==> src/rtl/cpu_pkg.sv <==
// Shared encodings for the RV32 core memory pipeline: op and size codes,
// and the load/store unit state type.
package cpu_pkg;

    localparam logic [1:0] OP_LOAD  = 2'b00;
    localparam logic [1:0] OP_STORE = 2'b01;

    localparam logic [2:0] SIZE_WORD  = 3'b000;
    localparam logic [2:0] SIZE_UHALF = 3'b001;
    localparam logic [2:0] SIZE_SHALF = 3'b010;
    localparam logic [2:0] SIZE_UBYTE = 3'b011;
    localparam logic [2:0] SIZE_SBYTE = 3'b100;

    typedef enum logic [1:0] {
        ST_IDLE   = 2'b00,
        ST_ACCESS = 2'b01,
        ST_RESP   = 2'b10
    } lsu_state_t;

    // Any op with the upper bit set bypasses memory and forwards the ALU result.
    function automatic logic is_passthrough(input logic [1:0] op);
        return op[1];
    endfunction

endpackage

==> src/rtl/lsu_lane_align.sv <==
// Combinational lane logic: store-data replication, byte enables,
// load shift with sign/zero extension, and misalignment detection.
module lsu_lane_align
    import cpu_pkg::*;
#(
    parameter int XLEN = 32
) (
    input  logic [2:0]        size,
    input  logic [1:0]        addr_lo,
    input  logic [XLEN-1:0]   wdata,
    input  logic [XLEN-1:0]   rdata,
    output logic [XLEN/8-1:0] be,
    output logic [XLEN-1:0]   wdata_lane,
    output logic [XLEN-1:0]   load_data,
    output logic              misaligned
);

    localparam int NB = XLEN / 8;

    logic [31:0] shifted;

    // NOTE: every output gets a default before the case so no path leaves a
    // signal unassigned, which would otherwise infer a latch.
    always_comb begin
        be         = '0;
        wdata_lane = wdata;
        load_data  = '0;
        misaligned = 1'b0;
        shifted    = rdata[31:0] >> {addr_lo, 3'b000};
        case (size)
            SIZE_WORD: begin
                be[3:0]    = 4'b1111;
                load_data  = XLEN'($signed(shifted));
                misaligned = (addr_lo != 2'b00);
            end
            SIZE_UHALF, SIZE_SHALF: begin
                be[3:0]    = 4'b0011 << addr_lo;
                wdata_lane = {(NB/2){wdata[15:0]}};
                load_data  = (size == SIZE_SHALF) ? XLEN'($signed(shifted[15:0]))
                                                  : XLEN'(shifted[15:0]);
                misaligned = addr_lo[0];
            end
            SIZE_UBYTE, SIZE_SBYTE: begin
                be[3:0]    = 4'b0001 << addr_lo;
                wdata_lane = {NB{wdata[7:0]}};
                load_data  = (size == SIZE_SBYTE) ? XLEN'($signed(shifted[7:0]))
                                                  : XLEN'(shifted[7:0]);
            end
            default: misaligned = 1'b1;
        endcase
    end

endmodule

==> src/rtl/load_store_unit.sv <==
// Memory-access pipeline stage: valid/ready from execute, req/ack to data
// memory with wait states, timeout and misalignment faults, HALT and FLUSH.
module load_store_unit
    import cpu_pkg::*;
#(
    parameter int XLEN    = 32,
    parameter int ADDR_W  = 16,
    parameter int TIMEOUT = 15
) (
    input  logic              CK_REF,
    input  logic              RST_N,
    input  logic              FLUSH,
    input  logic              HALT,
    input  logic              REQ_VALID,
    output logic              REQ_READY,
    input  logic [1:0]        REQ_OP,
    input  logic [2:0]        REQ_SIZE,
    input  logic [XLEN-1:0]   REQ_ADDR,
    input  logic [XLEN-1:0]   REQ_WDATA,
    input  logic [4:0]        REQ_RD,
    input  logic              REQ_WB,
    output logic              WB_VALID,
    output logic              WB_EN,
    output logic [4:0]        WB_RD,
    output logic [XLEN-1:0]   WB_DATA,
    output logic              FAULT,
    output logic [XLEN-1:0]   FAULT_ADDR,
    output logic              MEM_REQ,
    output logic              MEM_WE,
    output logic [ADDR_W-1:0] MEM_ADDR,
    output logic [XLEN/8-1:0] MEM_BE,
    output logic [XLEN-1:0]   MEM_WDATA,
    input  logic [XLEN-1:0]   MEM_RDATA,
    input  logic              MEM_ACK
);

    localparam int CNT_W = (TIMEOUT > 1) ? $clog2(TIMEOUT) : 1;
    localparam logic [CNT_W-1:0] CNT_LAST = CNT_W'((TIMEOUT > 0) ? TIMEOUT - 1 : 0);

    lsu_state_t        state_q, state_d;
    logic [CNT_W-1:0]  cnt_q, cnt_d;
    logic [2:0]        size_q, size_d;
    logic [1:0]        lo_q, lo_d;
    logic              is_load_q, is_load_d;
    logic              mem_req_q, mem_req_d;
    logic              mem_we_q, mem_we_d;
    logic [ADDR_W-1:0] mem_addr_q, mem_addr_d;
    logic [XLEN/8-1:0] mem_be_q, mem_be_d;
    logic [XLEN-1:0]   mem_wdata_q, mem_wdata_d;
    logic              wb_valid_q, wb_valid_d;
    logic              wb_en_q, wb_en_d;
    logic [4:0]        wb_rd_q, wb_rd_d;
    logic [XLEN-1:0]   wb_data_q, wb_data_d;
    logic              fault_q, fault_d;
    logic [XLEN-1:0]   fault_addr_q, fault_addr_d;

    logic [2:0]        size_sel;
    logic [1:0]        lo_sel;
    logic [XLEN/8-1:0] lane_be;
    logic [XLEN-1:0]   lane_wdata;
    logic [XLEN-1:0]   lane_load;
    logic              lane_misaligned;
    logic              rd_writes;

    // In IDLE the lanes decode the incoming op; afterwards the captured op,
    // so load extraction uses the size/offset of the outstanding access.
    assign size_sel  = (state_q == ST_IDLE) ? REQ_SIZE : size_q;
    assign lo_sel    = (state_q == ST_IDLE) ? REQ_ADDR[1:0] : lo_q;
    assign rd_writes = REQ_WB && (REQ_RD != 5'd0);

    lsu_lane_align #(.XLEN(XLEN)) u_lane (
        .size       (size_sel),
        .addr_lo    (lo_sel),
        .wdata      (REQ_WDATA),
        .rdata      (MEM_RDATA),
        .be         (lane_be),
        .wdata_lane (lane_wdata),
        .load_data  (lane_load),
        .misaligned (lane_misaligned)
    );

    always_comb begin
        state_d      = state_q;
        cnt_d        = cnt_q;
        size_d       = size_q;
        lo_d         = lo_q;
        is_load_d    = is_load_q;
        mem_req_d    = mem_req_q;
        mem_we_d     = mem_we_q;
        mem_addr_d   = mem_addr_q;
        mem_be_d     = mem_be_q;
        mem_wdata_d  = mem_wdata_q;
        wb_valid_d   = wb_valid_q;
        wb_en_d      = wb_en_q;
        wb_rd_d      = wb_rd_q;
        wb_data_d    = wb_data_q;
        fault_d      = fault_q;
        fault_addr_d = fault_addr_q;

        case (state_q)
            ST_IDLE: begin
                if (REQ_VALID && !HALT) begin
                    wb_rd_d      = REQ_RD;
                    fault_addr_d = REQ_ADDR;
                    size_d       = REQ_SIZE;
                    lo_d         = REQ_ADDR[1:0];
                    is_load_d    = (REQ_OP == OP_LOAD);
                    cnt_d        = '0;
                    fault_d      = 1'b0;
                    if (is_passthrough(REQ_OP)) begin
                        state_d    = ST_RESP;
                        wb_valid_d = 1'b1;
                        wb_data_d  = REQ_ADDR;
                        wb_en_d    = rd_writes;
                    end else if (lane_misaligned) begin
                        state_d    = ST_RESP;
                        wb_valid_d = 1'b1;
                        wb_data_d  = '0;
                        wb_en_d    = 1'b0;
                        fault_d    = 1'b1;
                    end else begin
                        state_d     = ST_ACCESS;
                        mem_req_d   = 1'b1;
                        mem_we_d    = (REQ_OP == OP_STORE);
                        mem_addr_d  = {REQ_ADDR[ADDR_W-1:2], 2'b00};
                        mem_be_d    = lane_be;
                        mem_wdata_d = lane_wdata;
                        wb_en_d     = rd_writes && (REQ_OP == OP_LOAD);
                    end
                end
            end
            ST_ACCESS: begin
                // The ack completes the request even under HALT; the result
                // strobe is deferred until the stall lifts.
                if (MEM_ACK) begin
                    state_d    = ST_RESP;
                    mem_req_d  = 1'b0;
                    wb_valid_d = !HALT;
                    if (is_load_q) begin
                        wb_data_d = lane_load;
                    end
                end else if (!HALT) begin
                    if (TIMEOUT > 0 && cnt_q == CNT_LAST) begin
                        state_d    = ST_RESP;
                        mem_req_d  = 1'b0;
                        wb_valid_d = 1'b1;
                        wb_en_d    = 1'b0;
                        fault_d    = 1'b1;
                    end else begin
                        cnt_d = cnt_q + CNT_W'(1);
                    end
                end
            end
            ST_RESP: begin
                if (!HALT) begin
                    if (wb_valid_q) begin
                        state_d    = ST_IDLE;
                        wb_valid_d = 1'b0;
                    end else begin
                        wb_valid_d = 1'b1;
                    end
                end
            end
            default: state_d = ST_IDLE;
        endcase

        if (FLUSH) begin
            state_d    = ST_IDLE;
            mem_req_d  = 1'b0;
            wb_valid_d = 1'b0;
            cnt_d      = '0;
        end
    end

    // NOTE: state registers use non-blocking assignments so every flop
    // samples the pre-edge value of every other flop.
    always_ff @(posedge CK_REF or negedge RST_N) begin
        if (!RST_N) begin
            state_q      <= ST_IDLE;
            cnt_q        <= '0;
            size_q       <= '0;
            lo_q         <= '0;
            is_load_q    <= 1'b0;
            mem_req_q    <= 1'b0;
            mem_we_q     <= 1'b0;
            mem_addr_q   <= '0;
            mem_be_q     <= '0;
            mem_wdata_q  <= '0;
            wb_valid_q   <= 1'b0;
            wb_en_q      <= 1'b0;
            wb_rd_q      <= '0;
            wb_data_q    <= '0;
            fault_q      <= 1'b0;
            fault_addr_q <= '0;
        end else begin
            state_q      <= state_d;
            cnt_q        <= cnt_d;
            size_q       <= size_d;
            lo_q         <= lo_d;
            is_load_q    <= is_load_d;
            mem_req_q    <= mem_req_d;
            mem_we_q     <= mem_we_d;
            mem_addr_q   <= mem_addr_d;
            mem_be_q     <= mem_be_d;
            mem_wdata_q  <= mem_wdata_d;
            wb_valid_q   <= wb_valid_d;
            wb_en_q      <= wb_en_d;
            wb_rd_q      <= wb_rd_d;
            wb_data_q    <= wb_data_d;
            fault_q      <= fault_d;
            fault_addr_q <= fault_addr_d;
        end
    end

    assign REQ_READY  = (state_q == ST_IDLE) && !HALT;
    assign WB_VALID   = wb_valid_q;
    assign WB_EN      = wb_en_q;
    assign WB_RD      = wb_rd_q;
    assign WB_DATA    = wb_data_q;
    assign FAULT      = fault_q;
    assign FAULT_ADDR = fault_addr_q;
    assign MEM_REQ    = mem_req_q;
    assign MEM_WE     = mem_we_q;
    assign MEM_ADDR   = mem_addr_q;
    assign MEM_BE     = mem_be_q;
    assign MEM_WDATA  = mem_wdata_q;

endmodule
==> config.mk <==
export PLATFORM = sky130hd
export DESIGN_NAME = load_store_unit
export DESIGN_NICKNAME = d
export VERILOG_FILES = /design/src/rtl/cpu_pkg.sv /design/src/rtl/lsu_lane_align.sv /design/src/rtl/load_store_unit.sv
export SDC_FILE = /design/constraint.sdc
export NUM_CORES = 1
export LEC_CHECK = 0
export ABC_AREA = 1
export ABC_CLOCK_PERIOD_IN_PS = 8000
export BUFFER_PORTS_ARGS = -buffer_cell sky130_fd_sc_hd__buf_2
export CAP_MARGIN = 20
export CORE_ASPECT_RATIO = 1.4
export CORE_MARGIN = 2
export CORE_UTILIZATION = 55
export CTS_BUF_LIST = sky130_fd_sc_hd__clkbuf_8 sky130_fd_sc_hd__clkbuf_16
export DETAILED_ROUTE_END_ITERATION = 10
export HOLD_SLACK_MARGIN = 0.05
export PLACE_DENSITY = 0.86
export SETUP_SLACK_MARGIN = 0.2
export SYNTH_ARGS = -nofsm -noshare
export SYNTH_HDL_FRONTEND = slang
export SYNTH_HIERARCHICAL = 1
export SYNTH_SLANG_ARGS = --single-unit
export TNS_END_PERCENT = 30
==> constraint.sdc <==
create_clock -name CK_REF -period 8 [get_ports CK_REF]
set_clock_uncertainty 0.2 [all_clocks]
set_input_delay 0.8 -clock CK_REF [delete_from_list [all_inputs] [get_ports CK_REF]]
set_output_delay 0.8 -clock CK_REF [all_outputs]
set_load 0.05 [all_outputs]
**Word level (Yosys, flattened, before mapping)**

Cells that the tools add are included.

- Flip-flop bits (word level): 136
- Bits in latches: 0
- Memory bits (writable): 0
- ROM bits: 0
- Input port bits: 113
- Output and inout bits: 127
- Word-level logic and storage cells: 129
- Memories: 0

- Add/sub/neg operators: 1
- Multiply operators: 0
- Div/mod/pow operators: 0
- Magnitude comparators: 0
- Equal/unequal tests: 26
- Shifts and indexed selects: 3
- Multiplexer cells: 58
- Bitwise operators: 2
- Reductions and logical operators: 23

Operators by type and width:

| cell | count |
|---|---|
| 2-to-1 mux 32 bit | 7 |
| case mux 32 bit (2 select lines) | 2 |
| case mux 32 bit (3 select lines) | 1 |
| >> shifter 32 x 5 -> 32 bit | 1 |
| 2-to-1 mux 1 bit | 24 |
| != test 3 bit, second input constant | 8 |
| 2-to-1 mux 2 bit | 10 |
| 2-to-1 mux 4 bit | 5 |
| AND reduction 5 bit | 4 |
| != test 4 bit, second input constant | 3 |
| case mux 4 bit (3 select lines) | 1 |
| AND reduction 6 bit | 2 |
| != test 2 bit, second input constant | 5 |
| case mux 4 bit (2 select lines) | 1 |
| equality test 3 x 2 -> 1 bit, second input constant | 2 |
| case mux 1 bit (2 select lines) | 3 |
| case mux 1 bit (3 select lines) | 2 |
| case mux 2 bit (3 select lines) | 1 |
| nonzero test 5 bit | 1 |
| adder 4 x 1 -> 4 bit, second input constant | 1 |
| equality test 2 x 1 -> 1 bit, second input constant | 2 |
| equality test 4 bit, second input constant | 1 |
| logical AND 1 bit | 4 |
| logical NOT 2 bit | 2 |
| other kinds (17) | 20 |

**Logic depth before layout (Yosys ltp)**

- Word-level depth: 10
- Mapped depth: 19
- Gate-level depth less buffers: 17

**Hierarchy**

Netlist, hierarchy kept.

By module, submodules not included:

| module | times used | cells each | area an instance (µm²) |
|---|---|---|---|
| load_store_unit | 1 | 656 | 5768.0 |
| lsu_lane_align | 1 | 297 | 1396.3 |

**Worst setup path after synthesis**

Ideal clock, no wire load.

- Kind: reg-to-reg
- From: reg state_q[0]
- To: reg wb_data_q[23], in the netlist WB_DATA[23]
- Arrival: 2826 ps
- Slack: 4892 ps
- Cell stages (with the launch flop): 17
- Clock period less this slack: 3108 ps
- Path through: dfrtp_1 -> inv_1 -> ha_1 -> inv_1 -> clkbuf_1 -> o21ai_0 -> nor2_4 -> nand2_2 -> clkinv_1 -> nand2_1 -> nand3_1 -> nor2_1 -> nand2_1 -> nand3_4 -> buf_2 -> nand2_1 -> o21ai_0

- Elaborated cells between the ends (all ways): 26

RTL lines:

| element | RTL line | RTL |
|---|---|---|
| start, declared | load_store_unit.sv:40 | `lsu_state_t state_q, state_d;` |
| start signal, assigned | load_store_unit.sv:196 | `state_q <= state_d;` |
| logical NOT 2 bit (*) | load_store_unit.sv:67 | `assign size_sel = (state_q == ST_IDLE) ? REQ_SIZE : size_q;` |
| 2-to-1 mux 3 bit (*) | load_store_unit.sv:67 |  |
| named net size_sel[1] | load_store_unit.sv:57 | `logic [2:0] size_sel;` |
| equality test 3 x 2 -> 1 bit (tied with other cells) | lsu_lane_align.sv:30 | `case (size)` |
| OR reduction 2 bit | lsu_lane_align.sv:30 |  |
| case mux 1 bit (3 select lines) (*) | lsu_lane_align.sv:30 |  |
| named net lane_misaligned | load_store_unit.sv:62 | `logic lane_misaligned;` |
| != test 3 bit (no line) (*) | n/a |  |
| AND reduction 5 bit (no line) (*) | n/a |  |
| end signal, assigned | load_store_unit.sv:209 | `wb_data_q <= wb_data_d;` |
| end, declared | load_store_unit.sv:53 | `logic [XLEN-1:0] wb_data_q, wb_data_d;` |

Mark *: on every way through the listed nets, which the timed path passes. The rest lies on a longest branch. The select of a mux whose other input is x is not followed.
A chain may end at the register's enable or synchronous reset.

**Worst setup path in the final report**

- From: reg state_q[0]
- To: reg mem_wdata_q[16], in the netlist MEM_WDATA[16]

- Word-level cells in the longest chain between the ends: 7
- Elaborated cells between the ends (all ways): 15

Ends and longest elaborated chain:

| element | RTL line | RTL |
|---|---|---|
| logical NOT 2 bit (*) | load_store_unit.sv:67 |  |
| 2-to-1 mux 3 bit (*) | load_store_unit.sv:67 |  |
| named net size_sel[1] | load_store_unit.sv:57 |  |
| equality test 3 x 2 -> 1 bit (tied with other cells) | lsu_lane_align.sv:30 |  |
| OR reduction 2 bit | lsu_lane_align.sv:30 |  |
| case mux 1 bit (3 select lines) (*) | lsu_lane_align.sv:30 |  |
| named net lane_misaligned | load_store_unit.sv:62 |  |
| inverter 1 bit (no line) (*) | n/a |  |
| AND reduction 4 bit (no line) (*) | n/a |  |
| end signal, assigned | load_store_unit.sv:205 | `mem_wdata_q <= mem_wdata_d;` |
| end, declared | load_store_unit.sv:49 | `logic [XLEN-1:0] mem_wdata_q, mem_wdata_d;` |

Mark *: on every way through the listed nets, which the timed path passes. The rest lies on a longest branch.

==> impl_metrics.prom <==
# TYPE chip_impl_metric gauge
chip_impl_metric{name="antenna_cells",unit=""} 0
chip_impl_metric{name="drv_cap",unit=""} 0
chip_impl_metric{name="finalCritPeriodShare",unit=""} 0.567
chip_impl_metric{name="syn_area_per_cell",unit="µm²"} 7.52
chip_impl_metric{name="grt_pass1_wl",unit="mm"} 33.9
chip_impl_info{name="tritoncts",value="yes"} 1
chip_impl_metric{name="netlist.area_leader.share",unit=""} 0.468
chip_impl_metric{name="post-route-drc-count",unit=""} 0
chip_impl_metric{name="globalRoute.totalOverflow",unit=""} 0
chip_impl_info{name="cp-end-kind",value="flip-flop"} 1
chip_impl_metric{name="final_cell_count_no_fill",unit=""} 1317
chip_impl_info{name="holdCritPathClass",value="primary input to asynchronous set/reset pin"} 1
chip_impl_metric{name="wl_per_cell",unit="µm"} 16.5
chip_impl_info{name="synth_top_cells_by_count",value="sky130_fd_sc_hd__nand2_1 (382), sky130_fd_sc_hd__dfrtp_1 (134), sky130_fd_sc_hd__nand3_1 (112)"} 1
chip_impl_metric{name="timing_max_transition_violations_final",unit=""} 0
chip_impl_metric{name="period_needed",unit="ps"} 4540
chip_impl_metric{name="hold_viol",unit=""} 0
chip_impl_metric{name="detail-route-antenna-nets",unit=""} 0
chip_impl_metric{name="setup_tns",unit="ps"} 0
chip_impl_metric{name="first_global_vias",unit=""} 6877
chip_impl_metric{name="drive_gt1_frac",unit=""} 0.265
chip_impl_info{name="path_class",value="flip-flop to flip-flop"} 1
chip_impl_metric{name="reg2regPathDepth",unit=""} 15
chip_impl_metric{name="seq_power_share",unit=""} 0.242
chip_impl_metric{name="htreeDepth",unit=""} 4
chip_impl_metric{name="critical_path.max_fanout",unit=""} 40
chip_impl_metric{name="clock.fmax",unit="GHz"} 0.221
chip_impl_metric{name="worst_pin_slew",unit="ps"} 964
chip_impl_metric{name="critPathRequiredTime",unit="ps"} 8100
chip_impl_info{name="yosys_most_used_dff",value="sky130_fd_sc_hd__dfrtp_1"} 1
chip_impl_metric{name="via_per_inst",unit=""} 5.55
chip_impl_metric{name="critical_path_arrival",unit="ps"} 4630
chip_impl_metric{name="netSwitchingFraction",unit=""} 0.549
chip_impl_info{name="grt_setup_unrepaired",value="false"} 1
chip_impl_metric{name="cpPeakStageDelay",unit="ps"} 630
chip_impl_metric{name="grt_antenna_before_repair",unit=""} 0
chip_impl_metric{name="insertion_delay",unit="ps"} 420
chip_impl_metric{name="p_per_area",unit="nW/µm²"} 528
chip_impl_metric{name="hold_slack",unit="ps"} 137
chip_impl_metric{name="global_route.usage.total",unit=""} 0.310
chip_impl_metric{name="gp_routability_congestion",unit=""} 0.938
chip_impl_info{name="startpoint_type",value="flip-flop"} 1
chip_impl_metric{name="post_cts_hold_buffer_count",unit=""} 0
chip_impl_metric{name="post_dp_cell_area",unit="µm²"} 8230
chip_impl_metric{name="place_hpwl",unit="mm"} 15.6
chip_impl_info{name="worst_r2r_endpoint",value="MEM_WDATA[16]$_DFFE_PN0P_"} 1
chip_impl_metric{name="power_frac_comb",unit=""} 0.584
chip_impl_info{name="crit_path_top_delay_cell",value="sky130_fd_sc_hd__o21ai_0"} 1
chip_impl_metric{name="synth_edf_count",unit=""} 0
chip_impl_metric{name="firstDrtPassIters",unit=""} 7
chip_impl_metric{name="grt_start_max_net_pins",unit=""} 79
chip_impl_metric{name="syn-instance-count",unit=""} 953
chip_impl_metric{name="core",unit="µm²"} 12800
chip_impl_metric{name="floorplan.initialDensity",unit=""} 0.559
chip_impl_metric{name="die_y",unit="µm"} 139
chip_impl_metric{name="p_sw",unit="W"} 0.00256
chip_impl_metric{name="num_vias",unit=""} 7303
chip_impl_metric{name="p_int",unit="W"} 0.00210
chip_impl_metric{name="yosys.cell_types.count",unit=""} 33
chip_impl_metric{name="cts_made_buffers",unit=""} 17
chip_impl_metric{name="yosysWarnings",unit=""} 6
chip_impl_info{name="outcome",value="complete, no violations"} 1
chip_impl_metric{name="syn_area",unit="µm²"} 7160
chip_impl_metric{name="row_count",unit=""} 49
chip_impl_metric{name="number_of_placed_cells_counting_well_taps",unit=""} 1286
chip_impl_metric{name="first_iter_violations",unit=""} 677
chip_impl_metric{name="power.static_leakage",unit="nW"} 5.02
chip_impl_metric{name="async_flop_share",unit=""} 1.00
chip_impl_metric{name="routed_wl",unit="mm"} 21.7
chip_impl_metric{name="worst_setup_hold_path_clk_slew",unit="ps"} 60
chip_impl_metric{name="floorplan.die_area",unit="µm²"} 14000
chip_impl_metric{name="setup_violations",unit=""} 0
chip_impl_metric{name="postCtsSetupBuffers",unit=""} 0
chip_impl_metric{name="rrSetupSlack",unit="ps"} 3460
chip_impl_info{name="reg2reg_from",value="state_q[0]$_DFFE_PN0P_"} 1
chip_impl_metric{name="synth_seq_cells",unit=""} 134
chip_impl_metric{name="timing.critical_path.buf_inv",unit=""} 5
chip_impl_info{name="worstPathCellList",value="inv_1 > ha_1 > inv_1 > o21ai_0 > nor2_4 > nand2_2 > clkinv_1 > nand2_1 > nand3_1 > nor2_2 > buf_4 > nand2_2 > buf_4 > nand2_1 > nand2_1"} 1
chip_impl_metric{name="max-slew-margin-rel",unit=""} 0.357
chip_impl_metric{name="finalInstanceArea",unit="µm²"} 8840
chip_impl_metric{name="sinks_on_clock_net",unit=""} 134
chip_impl_metric{name="synth_seq_area_share",unit=""} 0.468
chip_impl_metric{name="die_width",unit="µm"} 100
chip_impl_info{name="post-synth-top-count-cell",value="sky130_fd_sc_hd__nand2_1"} 1
chip_impl_metric{name="share_clk_of_total_power",unit=""} 0.174
chip_impl_info{name="timing.critical_path.mode_cell",value="sky130_fd_sc_hd__nand2_1"} 1
chip_impl_metric{name="io_buffer_count",unit=""} 237
chip_impl_metric{name="num_io_pins",unit=""} 240
chip_impl_metric{name="clock_tree_buf_depth",unit=""} 2
chip_impl_metric{name="layout.nets",unit=""} 1270
chip_impl_info{name="leading_post_synthesis_cells_by_cell_area",value="sky130_fd_sc_hd__dfrtp_1 (47%), sky130_fd_sc_hd__nand2_1 (20%), sky130_fd_sc_hd__nand3_1 (7.8%)"} 1
chip_impl_metric{name="synthToLayoutAreaGrowth",unit="%"} 23.4
chip_impl_info{name="clock_root_cell",value="sky130_fd_sc_hd__clkbuf_16"} 1
chip_impl_info{name="timing.critical_path.max_delay_family",value="simple AND/OR/NAND/NOR gates"} 1
chip_impl_metric{name="max-vdd-ir-drop",unit="µV"} 317
chip_impl_info{name="synth_largest_area_cell",value="sky130_fd_sc_hd__dfrtp_1"} 1
chip_impl_metric{name="cts.repair.resized",unit=""} 0
## cells by family (layout without fill, tap and decap cells)
kind of cell,count (synthesis),after routing,synth area share
AO/OA/AOI/OAI,140,140,0.112
XOR/XNOR,1,1,0.00122
adder cells (fa/ha/maj),5,5,0.00873
buffers and inverters,114,324,0.0803
flip-flops,134,134,0.468
other,1,2,0.000523
AND/OR/NAND/NOR,558,558,0.329
## power by group through the flow
stage          sequential, W  combinational (W)  clock (W)
6_report             0.00113            0.00272   0.000813
5_1_grt              0.00116            0.00293   0.000849
4_1_cts              0.00113            0.00271   0.000821
3_3_place_gp         0.00113            0.00265          0
2_1_floorplan        0.00209            0.00113          0
3_5_place_dp         0.00113            0.00270          0
## metrics by stage
| stage | total power [W] | utilization | setup WS [ps] |
|---|---|---|---|
| floorplan | 0.00322 | - | 4890 |
| global placement | 0.00378 | 0.642 | 3780 |
| detailed placement | 0.00383 | 0.642 | 3560 |
| CTS | 0.00466 | 0.690 | 3530 |
| global route | 0.00494 | 0.690 | 3100 |
| finish | 0.00467 | 0.690 | 3460 |
## flip-flops by register name, summed over array words and instances (netlist names), 2 cells and up
register,cells
MEM_WDATA,32
WB_DATA,32
FAULT_ADDR,31
MEM_ADDR,14
WB_RD,5
MEM_BE,4
cnt_q,4
size_q,3
state_q,2
## layout by cell type (no fill, tap or decap), drive strengths merged
| cell | netlist | routed |
|---|---|---|
| nand2 | 388 | 388 |
| buf | 60 | 245 |
| dfrtp | 134 | 134 |
| nand3 | 121 | 121 |
| o21ai | 100 | 100 |
| inv | 47 | 49 |
| nor2 | 41 | 41 |
| a22oi | 32 | 32 |
| clkbuf | 6 | 20 |
| a21oi | 5 | 5 |
| ha | 5 | 5 |
| clkinvlp | 0 | 4 |
| nand4 | 3 | 3 |
| nor3 | 3 | 3 |
| bufinv | 0 | 3 |
| clkinv | 1 | 3 |
| conb | 1 | 2 |
| xnor2 | 1 | 1 |
| o21a | 1 | 1 |
| o31ai | 1 | 1 |
| o22ai | 1 | 1 |
| or2 | 1 | 1 |
| nand3b | 1 | 1 |
## how the worst max path moves through the flow
stage | end | slack, ps | from | cells past startpoint
final | MEM_WDATA[16]$_DFFE_PN0P_ | 3460 | state_q[0]$_DFFE_PN0P_ | 15
after global routing | MEM_ADDR[14]$_DFFE_PN0P_ | 3100 | state_q[0]$_DFFE_PN0P_ | 15
after CTS | MEM_WDATA[16]$_DFFE_PN0P_ | 3530 | state_q[0]$_DFFE_PN0P_ | 15
after detailed placement | MEM_WDATA[16]$_DFFE_PN0P_ | 3560 | state_q[0]$_DFFE_PN0P_ | 15
after global placement | MEM_ADDR[14]$_DFFE_PN0P_ | 3780 | state_q[0]$_DFFE_PN0P_ | 15
after floorplan | WB_DATA[23]$_DFFE_PN0P_ | 4890 | state_q[0]$_DFFE_PN0P_ | 16
## metal layers
metal  share of wire  vias to the layer above  wire length [µm]  global-route usage
met5               0                        -                 0                   0
met4           0.045                        0               979               0.162
met3           0.077                       67              1680              0.0554
met2            0.50                      410             10900               0.517
met1            0.37                     3335              8130               0.380
li1                -                     3491                 -                   -
## area by class of cell
| type | count | area [µm²] |
|---|---|---|
| Timing Repair Buffer | 245 | 1250 |
| Fill cell | 1119 | 3970 |
| Tap cell | 153 | 191 |
| Sequential cell | 134 | 3350 |
| Multi-Input combinational cell | 706 | 3250 |
| Clock inverter | 11 | 148 |
| Inverter | 48 | 180 |
| Clock buffer | 20 | 467 |
## worst register-to-register path: cells and delay by family, from the launching register on
family | cells | cell delay (ps)
AO/OA/AOI/OAI | 1 | 630
buffers and inverters | 5 | 1430
flip-flops | 1 | 400
AND/OR/NAND/NOR | 8 | 1480
adder cells (fa/ha/maj) | 1 | 270
No activity file was read; power rests on OpenSTA's default activity.
